===== config.mk =====
export PLATFORM = sky130hd
export DESIGN_NAME = prog_loader
export DESIGN_NICKNAME = d
export VERILOG_FILES = /design/src/rtl/prog_loader_pkg.sv /design/src/rtl/prog_loader.sv
export SDC_FILE = /design/constraint.sdc
export NUM_CORES = 1
export LEC_CHECK = 0
export BUFFER_PORTS_ARGS = -buffer_cell sky130_fd_sc_hd__buf_2
export CAP_MARGIN = 10
export CORE_MARGIN = 8
export CORE_UTILIZATION = 51
export CTS_BUF_LIST = sky130_fd_sc_hd__clkbuf_8
export DETAILED_ROUTE_END_ITERATION = 8
export PLACE_DENSITY = 0.83
export SLEW_MARGIN = 20
export SYNTH_ARGS = -nofsm -noshare
export SYNTH_HDL_FRONTEND = slang
export SYNTH_SLANG_ARGS = --single-unit

===== constraint.sdc =====
create_clock -name clk -period 2.7 [get_ports clk]
set_input_delay 0.405 -clock clk [delete_from_list [all_inputs] [get_ports clk]]
set_output_delay 0.405 -clock clk [all_outputs]
set_load 0.005 [all_outputs]

===== src/rtl/prog_loader_pkg.sv =====
// prog_loader_pkg: shared definitions for the boot-time instruction loader.
//   - Default word / address widths (mirror the CPU's define.v values).
//   - Frame sync byte.
//   - FSM state encoding (3 bits).
package prog_loader_pkg;

  localparam int DSIZE_DEF = 16;
  localparam int ISIZE_DEF = 16;

  localparam logic [7:0] SYNC_BYTE = 8'hA5;

  typedef enum logic [2:0] {
    ST_IDLE    = 3'd0,
    ST_CNT_HI  = 3'd1,
    ST_CNT_LO  = 3'd2,
    ST_DATA_HI = 3'd3,
    ST_DATA_LO = 3'd4,
    ST_CHK     = 3'd5,
    ST_DONE    = 3'd6,
    ST_ERR     = 3'd7
  } state_t;

endpackage


===== src/rtl/prog_loader.sv =====
// prog_loader: writes a framed byte stream into instruction memory at boot
// and holds the CPU in reset until a checksum-valid image is in place.
//
// Frame: A5, CNT_HI, CNT_LO, N x (word hi, word lo), CHK
//        CHK = XOR of CNT_HI, CNT_LO and all payload bytes.
//
// Ports:
//   clk        system clock, rising edge
//   rst        asynchronous, active-low reset
//   rx_valid   rx_data holds a byte
//   rx_data    incoming byte
//   rx_ready   loader can take a byte (low only when DONE)
//   start      one-cycle pulse, re-arms the loader from DONE or ERR
//   mem_wen    instruction-memory write enable, one-cycle pulse per word
//   mem_addr   write address (BASE_ADDR + word index, wraps)
//   mem_wdata  write data
//   cpu_hold   1 = CPU held in reset (straight from a flop)
//   done       image loaded and verified
//   error      load failed (oversize count or checksum mismatch)
module prog_loader
  import prog_loader_pkg::*;
#(
  parameter int DSIZE     = DSIZE_DEF,
  parameter int ISIZE     = ISIZE_DEF,
  parameter int BASE_ADDR = 0,
  parameter int MAX_WORDS = 4096
) (
  input  logic             clk,
  input  logic             rst,
  input  logic             rx_valid,
  input  logic [7:0]       rx_data,
  output logic             rx_ready,
  input  logic             start,
  output logic             mem_wen,
  output logic [ISIZE-1:0] mem_addr,
  output logic [DSIZE-1:0] mem_wdata,
  output logic             cpu_hold,
  output logic             done,
  output logic             error
);

  localparam logic [16:0]      MAX_CNT  = 17'(MAX_WORDS);
  localparam logic [ISIZE-1:0] BASE_VAL = ISIZE'(BASE_ADDR);

  state_t state, state_nxt;

  logic [15:0]      cnt, cnt_nxt;
  logic [15:0]      idx, idx_nxt;
  logic [7:0]       hi, hi_nxt;
  logic [7:0]       acc, acc_nxt;
  logic             wen_nxt;
  logic [ISIZE-1:0] addr_nxt;
  logic [DSIZE-1:0] wdata_nxt;
  logic             hold_nxt, done_nxt, error_nxt;

  logic             accept;
  logic [15:0]      count_in;
  logic [15:0]      idx_inc;

  assign rx_ready = (state != ST_DONE);
  assign accept   = rx_valid & rx_ready;
  // Full count as it appears when the low byte is on rx_data.
  assign count_in = {cnt[15:8], rx_data};
  assign idx_inc  = idx + 16'd1;

  always_ff @(posedge clk or negedge rst) begin
    if (!rst) state <= ST_IDLE;
    else      state <= state_nxt;
  end

  always_comb begin
    state_nxt = state;
    cnt_nxt   = cnt;
    idx_nxt   = idx;
    hi_nxt    = hi;
    acc_nxt   = acc;
    wen_nxt   = 1'b0;
    addr_nxt  = mem_addr;
    wdata_nxt = mem_wdata;
    hold_nxt  = cpu_hold;
    done_nxt  = done;
    error_nxt = error;

    case (state)
      ST_IDLE: begin
        if (accept && rx_data == SYNC_BYTE) begin
          state_nxt = ST_CNT_HI;
          acc_nxt   = 8'h00;
        end
      end

      ST_CNT_HI: begin
        if (accept) begin
          cnt_nxt[15:8] = rx_data;
          acc_nxt       = acc ^ rx_data;
          state_nxt     = ST_CNT_LO;
        end
      end

      ST_CNT_LO: begin
        if (accept) begin
          cnt_nxt = count_in;
          acc_nxt = acc ^ rx_data;
          if ({1'b0, count_in} > MAX_CNT) begin
            state_nxt = ST_ERR;
            error_nxt = 1'b1;
          end else if (count_in == 16'd0) begin
            state_nxt = ST_CHK;
          end else begin
            state_nxt = ST_DATA_HI;
            idx_nxt   = 16'd0;
          end
        end
      end

      ST_DATA_HI: begin
        if (accept) begin
          hi_nxt    = rx_data;
          acc_nxt   = acc ^ rx_data;
          state_nxt = ST_DATA_LO;
        end
      end

      ST_DATA_LO: begin
        if (accept) begin
          acc_nxt   = acc ^ rx_data;
          wen_nxt   = 1'b1;
          wdata_nxt = DSIZE'({hi, rx_data});
          addr_nxt  = BASE_VAL + ISIZE'(idx);
          idx_nxt   = idx_inc;
          state_nxt = (idx_inc == cnt) ? ST_CHK : ST_DATA_HI;
        end
      end

      ST_CHK: begin
        if (accept) begin
          if (rx_data == acc) begin
            state_nxt = ST_DONE;
            done_nxt  = 1'b1;
            hold_nxt  = 1'b0;
          end else begin
            state_nxt = ST_ERR;
            error_nxt = 1'b1;
          end
        end
      end

      ST_DONE: begin
        if (start) begin
          state_nxt = ST_IDLE;
          done_nxt  = 1'b0;
          hold_nxt  = 1'b1;
        end
      end

      ST_ERR: begin
        // start takes priority over a simultaneous sync byte.
        if (start) begin
          state_nxt = ST_IDLE;
          error_nxt = 1'b0;
        end else if (accept && rx_data == SYNC_BYTE) begin
          state_nxt = ST_CNT_HI;
          error_nxt = 1'b0;
          acc_nxt   = 8'h00;
        end
      end

      default: state_nxt = ST_IDLE;
    endcase
  end

  always_ff @(posedge clk or negedge rst) begin
    if (!rst) begin
      cnt       <= '0;
      idx       <= '0;
      hi        <= '0;
      acc       <= '0;
      mem_wen   <= 1'b0;
      mem_addr  <= BASE_VAL;
      mem_wdata <= '0;
      cpu_hold  <= 1'b1;
      done      <= 1'b0;
      error     <= 1'b0;
    end else begin
      cnt       <= cnt_nxt;
      idx       <= idx_nxt;
      hi        <= hi_nxt;
      acc       <= acc_nxt;
      mem_wen   <= wen_nxt;
      mem_addr  <= addr_nxt;
      mem_wdata <= wdata_nxt;
      cpu_hold  <= hold_nxt;
      done      <= done_nxt;
      error     <= error_nxt;
    end
  end

endmodule


* Word level (Yosys, flattened, before mapping)
Index checks and enable logic that the tools add are counted.
Storage, ports and cells: register bits 87, bits in latches 0, bits in writable memories 0, ROM bits 0, bits of input ports 12, output and inout bits 37, word-level logic and storage cells 100, memories 0
Operators by class: add/subtract/negate cells 1, multiply operators 0, divide/modulo/power cells 0, magnitude comparators 1, equality and inequality tests 25, shift-type cells 0, muxes and demuxes 41, bitwise gates (word level) 3, reductions and logical operators 17
Operators by type and width (count):
- $mux W16 | 4
- $mux W3 | 11
- $mux W8 | 4
- $pmux W16 S2 | 1
- $ne A2 B2 Y1 const B | 12
- $pmux W3 S8 | 1
- $pmux W8 S3 | 1
- $add A16 B1 Y16 const B | 1
- $eq A16 B16 Y1 | 1
- $gt A16 B13 Y1 const B | 1
- $logic_not A16 Y1 | 1
- $pmux W8 S2 | 1
- $mux W1 | 15
- $eq A3 B3 Y1 const B | 4
- $reduce_and A6 Y1 | 2
- $eq A8 B8 Y1 | 1
- $eq A8 B8 Y1 const B | 1
- $xor A8 B8 Y8 | 1
- $eq A3 B2 Y1 const B | 2
- $ne A3 B3 Y1 const B | 2
- $reduce_and A2 Y1 | 3
- $reduce_and A3 Y1 | 2
- $reduce_bool A3 Y1 | 2
- $reduce_and A5 Y1 | 1
- 11 further kinds | 13

* Logic depth before layout (Yosys ltp)
word-level depth 6, depth in mapped cells 8, gate-level depth less buffers 8

* Worst setup path after synthesis
Ideal clock, no wire load.
path type register to register, start point reg idx[1], end point reg state[1], setup time 0.135 ns, data arrival time 1.755 ns, data required time 2.565 ns, path slack 0.809 ns, cell stages (with the launch flop) 9, path buffers 0, cells stage by stage dfrtp_1 ha_1 nand3_1 nor2_2 nand2_1 xnor2_1 o2111ai_1 nor4_2 o21ai_0
On the way: word-level cells in the longest chain between the ends 5
Ends and longest elaborated chain:
- from (decl) | RTL line prog_loader.sv:48 | logic [15:0] idx, idx_nxt;
- from (signal assigned) | RTL line prog_loader.sv:186 | idx <= idx_nxt;
- $add A16 B1 Y16 | RTL line prog_loader.sv:64 | assign idx_inc = idx + 16'd1;
- $eq A16 B16 Y1 | RTL line prog_loader.sv:131 | state_nxt = (idx_inc == cnt) ? ST_CHK : ST_DATA_HI;
- $mux W3 | RTL line prog_loader.sv:131
- $mux W3 | RTL line prog_loader.sv:125 | if (accept) begin
- $pmux W3 S8 | RTL line prog_loader.sv:84 | case (state)
- to (signal assigned) | RTL line prog_loader.sv:68 | else state <= state_nxt;
- to (decl) | RTL line prog_loader.sv:45 | state_t state, state_nxt;
No other way between the ends. The select of a mux whose other input is x is not followed. A chain may end at the register's enable or synchronous reset.

* Worst setup path after layout
start point reg idx[0], end point reg state[1]
The elaborated chain is that of the path after synthesis.

==> summary.txt <==
Status
  – Status: finished clean

Global routing
  – Initial antenna violation count: 0
  – Total GRT Usage: 17.8%
  – Largest net degree at the start of global routing: 50
  – GR Overflow Total: 0
  – Vias in the first global route: 3,466
  – First-pass GRT wire length: 16,900 um

Logic synthesis
  – Synth Area per Inst: between 9 and 10 um^2
  – Yosys warns: 0
  – Seq/Total Area, Yosys: 49.5%
  – Yosys top cell by area: dfrtp_1
  – Async SR Flop Fraction: 100%
  – Seq cells post-synth: 87
  – Main synth FF type: dfrtp_1
  – Post-synthesis adder-cell area fraction: less than 1%
  – Syn Nets: 497
  – Mux share of post-synthesis cell area: under 10%
  – Syn Std Cell Area: roughly 0.0044 mm^2
  – Main combinational cell family by area after synthesis: simple AND/OR/NAND/NOR gates
  – Main area contributors after synthesis: dfrtp_1, nand2_1, mux2_2
  – Post-synthesis xor/xnor area fraction: 6.57%
  – Post-Synth Simple-Gate Area: 22.6%
  – Fraction of the mapped netlist area in compound gates: a little over a tenth
  – Synth Instances: 484
  – Area fraction of the dominant cell type after synthesis: 48.9%
  – Post-synth cell types: 46
  – Post-synth EDFFs: 0

Floorplanning
  – Cell Rows: 34
  – Top Ports: about 50
  – Die Span X: 109 um
  – Core footprint: 0.00855 mm^2
  – Die Area: 0.0119 mm^2
  – Chip height: 109 um
  – Initial Util: a little over 50%

Setup path
  – R2R Path Start: idx[0]
  – Crit-path max cell delay: 0.52 ns
  – R2R depth: 8
  – Worst Path Max Fanout: 8
  – Worst Path Arrival: 2.42 ns
  – Critical R2R Capture: state[1]
  – CP cell instances: ha_1, nand3_1, nor2_2, nand2_1, xnor2_1, o2111ai_1, nor4_2, o21ai_0
  – Critical path required time: 2.92 ns
  – Internal reg-to-reg setup slack: ~0.5 ns
  – Worst path slowest cell: dfrtp_1
  – CP Class: reg -> reg
  – Worst Setup End Kind: flop
  – Crit start category: flop

Power
  – Cell Pwr Density: 940 mW/mm^2
  – Power share of the clock group: 17.8%
  – Combinational group share of total power: 34.6%
  – Switching part of the total: 37.4%
  – Net Sw Power: between 0.0015 and 0.002 W
  – Leakage power: 2.24 nW
  – Max VDD drop: 0.608 mV
  – Reg power frac: approximately 48%
  – Cell-internal power: approximately 0.0029 W

Clocking
  – Setup bufs post-CTS: 0
  – CTS sink cnt: 87
  – CTS Buf Count: 9
  – Clk root buf: clkbuf_8
  – Post_cts resized: 0
  – Clk slew on worst S/H paths: 0.09 ns
  – CTS H-tree lvls: 3
  – CTS tree: yes
  – # hold bufs at CTS: 0
  – Clk buf depth: 2
  – Clk_lat worst skew: 0.36 ns

STA
  – Hold Fails Final Rpt: 0
  – Setup violators final: 0
  – Worst-case clock skew: 0.0111 ns
  – Slew Limit Fails: 0
  – RSZ-0062 raised after global routing: false
  – Worst Hold Margin: 0.0711 ns
  – Final min period: 2.20 ns
  – Sum Neg Setup Slack: 0 ns
  – Worst Max-Slew Pin Slew: 0.631 ns
  – Worst slew margin: 57.9%
  – Final period util: slightly above 80%
  – Fmax: ~0.45 GHz

Placement
  – Placer Congestion: 0.858
  – IO Port Bufs: 48
  – Post-detail-place hpwl: 6840 um
  – Placed inst area: around 0.0047 mm^2
  – Placed Cells: 610

Route
  – Initial DRT Pass Iterations: 4
  – Vias/cell: roughly 5.5
  – Routed wire length: 9840 um
  – Drt drc: 0
  – DRT iter0 DRCs: 184
  – Via Count: 3,446
  – Routed Antenna Nets: 0
  – DR WL/cell: 15.7 um

Finish
  – Nets: 526
  – Register area: 0.00218 mm^2
  – Area taken by multi-input logic gates: 0.00205 mm^2
  – Layout cells sized above 1: roughly a fifth
  – Fill cells: 760
  – Antenna cells: 0
  – Synth-to-Final Area Change: 10.7%
  – Final core utilization: 57.0%
  – Post-route cell area: just under 0.005 mm^2
  – Non-filler cells, final: 625

Flow run
  – Max Cap Viol: 0

Min path
  – Worst hold path class: in -> async
-- how the worst max path moves through the flow --
stage | from | end | slack (ns) | depth (start not counted)
after floorplan | idx[1] | state[1] | 0.81 | 8
after global placement | rx_data[6] | idx[13] | 0.56 | 8
after detailed placement | idx[0] | state[1] | 0.50 | 8
after CTS | idx[0] | state[1] | 0.49 | 8
after global routing | idx[0] | state[1] | 0.24 | 8
final | idx[0] | state[1] | 0.50 | 8
-- power groups by stage --
stage | clock network (W) | registers (W) | logic (W)
after detailed placement | 0 | 0.00220 | 0.00160
after floorplan | 0 | 0.00204 | 0.00121
after global placement | 0 | 0.00217 | 0.00153
after global routing | 0.000884 | 0.00225 | 0.00178
final | 0.000815 | 0.00218 | 0.00158
after CTS | 0.000840 | 0.00218 | 0.00161
-- metrics by stage --
| stage | worst slack (ns) | total power, W |
|---|---|---|
| finish | 0.498 | 0.00458 |
| global route | 0.236 | 0.00492 |
| CTS | 0.493 | 0.00463 |
| detailed placement | 0.500 | 0.00380 |
| global placement | 0.555 | 0.00370 |
| floorplan | 0.809 | 0.00325 |
-- logic make-up (layout without fill, tap and decap cells) --
logic type	Yosys count	count (layout)
multiplexers	24	24
AO/OA/AOI/OAI	85	85
adder cells (fa/ha/maj)	1	1
buffers and inverters	44	77
XOR/XNOR	33	33
AND/OR/NAND/NOR	210	210
flip-flops	87	87
-- cells in the final DEF, fill, tap and decap left out, drive strengths merged, types with 11 or more instances in the layout --
master,Yosys,layout
dfrtp,86,86
mux2,24,24
buf,9,53
nor2,31,31
xnor2,26,26
a21oi,18,18
inv,9,12
nand3,11,11
nand2b,16,16
nand2,116,116
o21ai,43,43
-- worst max-delay path, delay by kind of cell, from the launching register on --
kind	cells	cell delay (ns)
xor+xnor	1	0.17
compound gates	2	0.25
flops	1	0.52
fa+ha+maj	1	0.27
simple gates	4	0.85
-- state kept, by name, indices dropped and copies added, names as in the netlist --
register	cells
mem_wdata	16
cnt	16
mem_addr	16
mem_wen	1
done	1
error	1
hi	8
acc	8
cpu_hold	1
idx	16
state	3
-- synth_stat cells, types with 2 or more instances --
cell type	n
nand3_1	10
and4_1	2
a21o_1	2
mux2_2	24
nor2_1	30
a22o_1	2
buf_2	7
nand2_1	116
inv_1	9
xor2_1	7
clkbuf_1	26
and3_1	3
a31oi_1	9
nand4_1	8
and2_1	2
nor3_1	6
xnor2_1	26
dfrtp_1	86
buf_1	2
nor4_1	5
nor4_2	2
a21oi_1	18
o2111ai_1	2
nand2b_1	16
o21ai_0	43
-- final cells by class --
type                       instances  share of cell area [%]
timing repair buffer              53                    6.27
inverter                           9                   0.694
sequential                        87                    44.7
multi-input combinational        353                    42.0
tap                              108                    2.77
clock buffer                       9                    2.54
clock inverter                     6                   0.951
-- layer usage --
layer | GRT usage (%) | wire length (um) | up-vias
met5 | 0 | 0 | -
met3 | 3.49 | 582 | 11
met2 | 29.6 | 4860 | 104
li1 | - | - | 1684
met1 | 22.2 | 4280 | 1647
met4 | 7.62 | 116 | 0
Note: power is estimated with default switching activity, not from simulation.
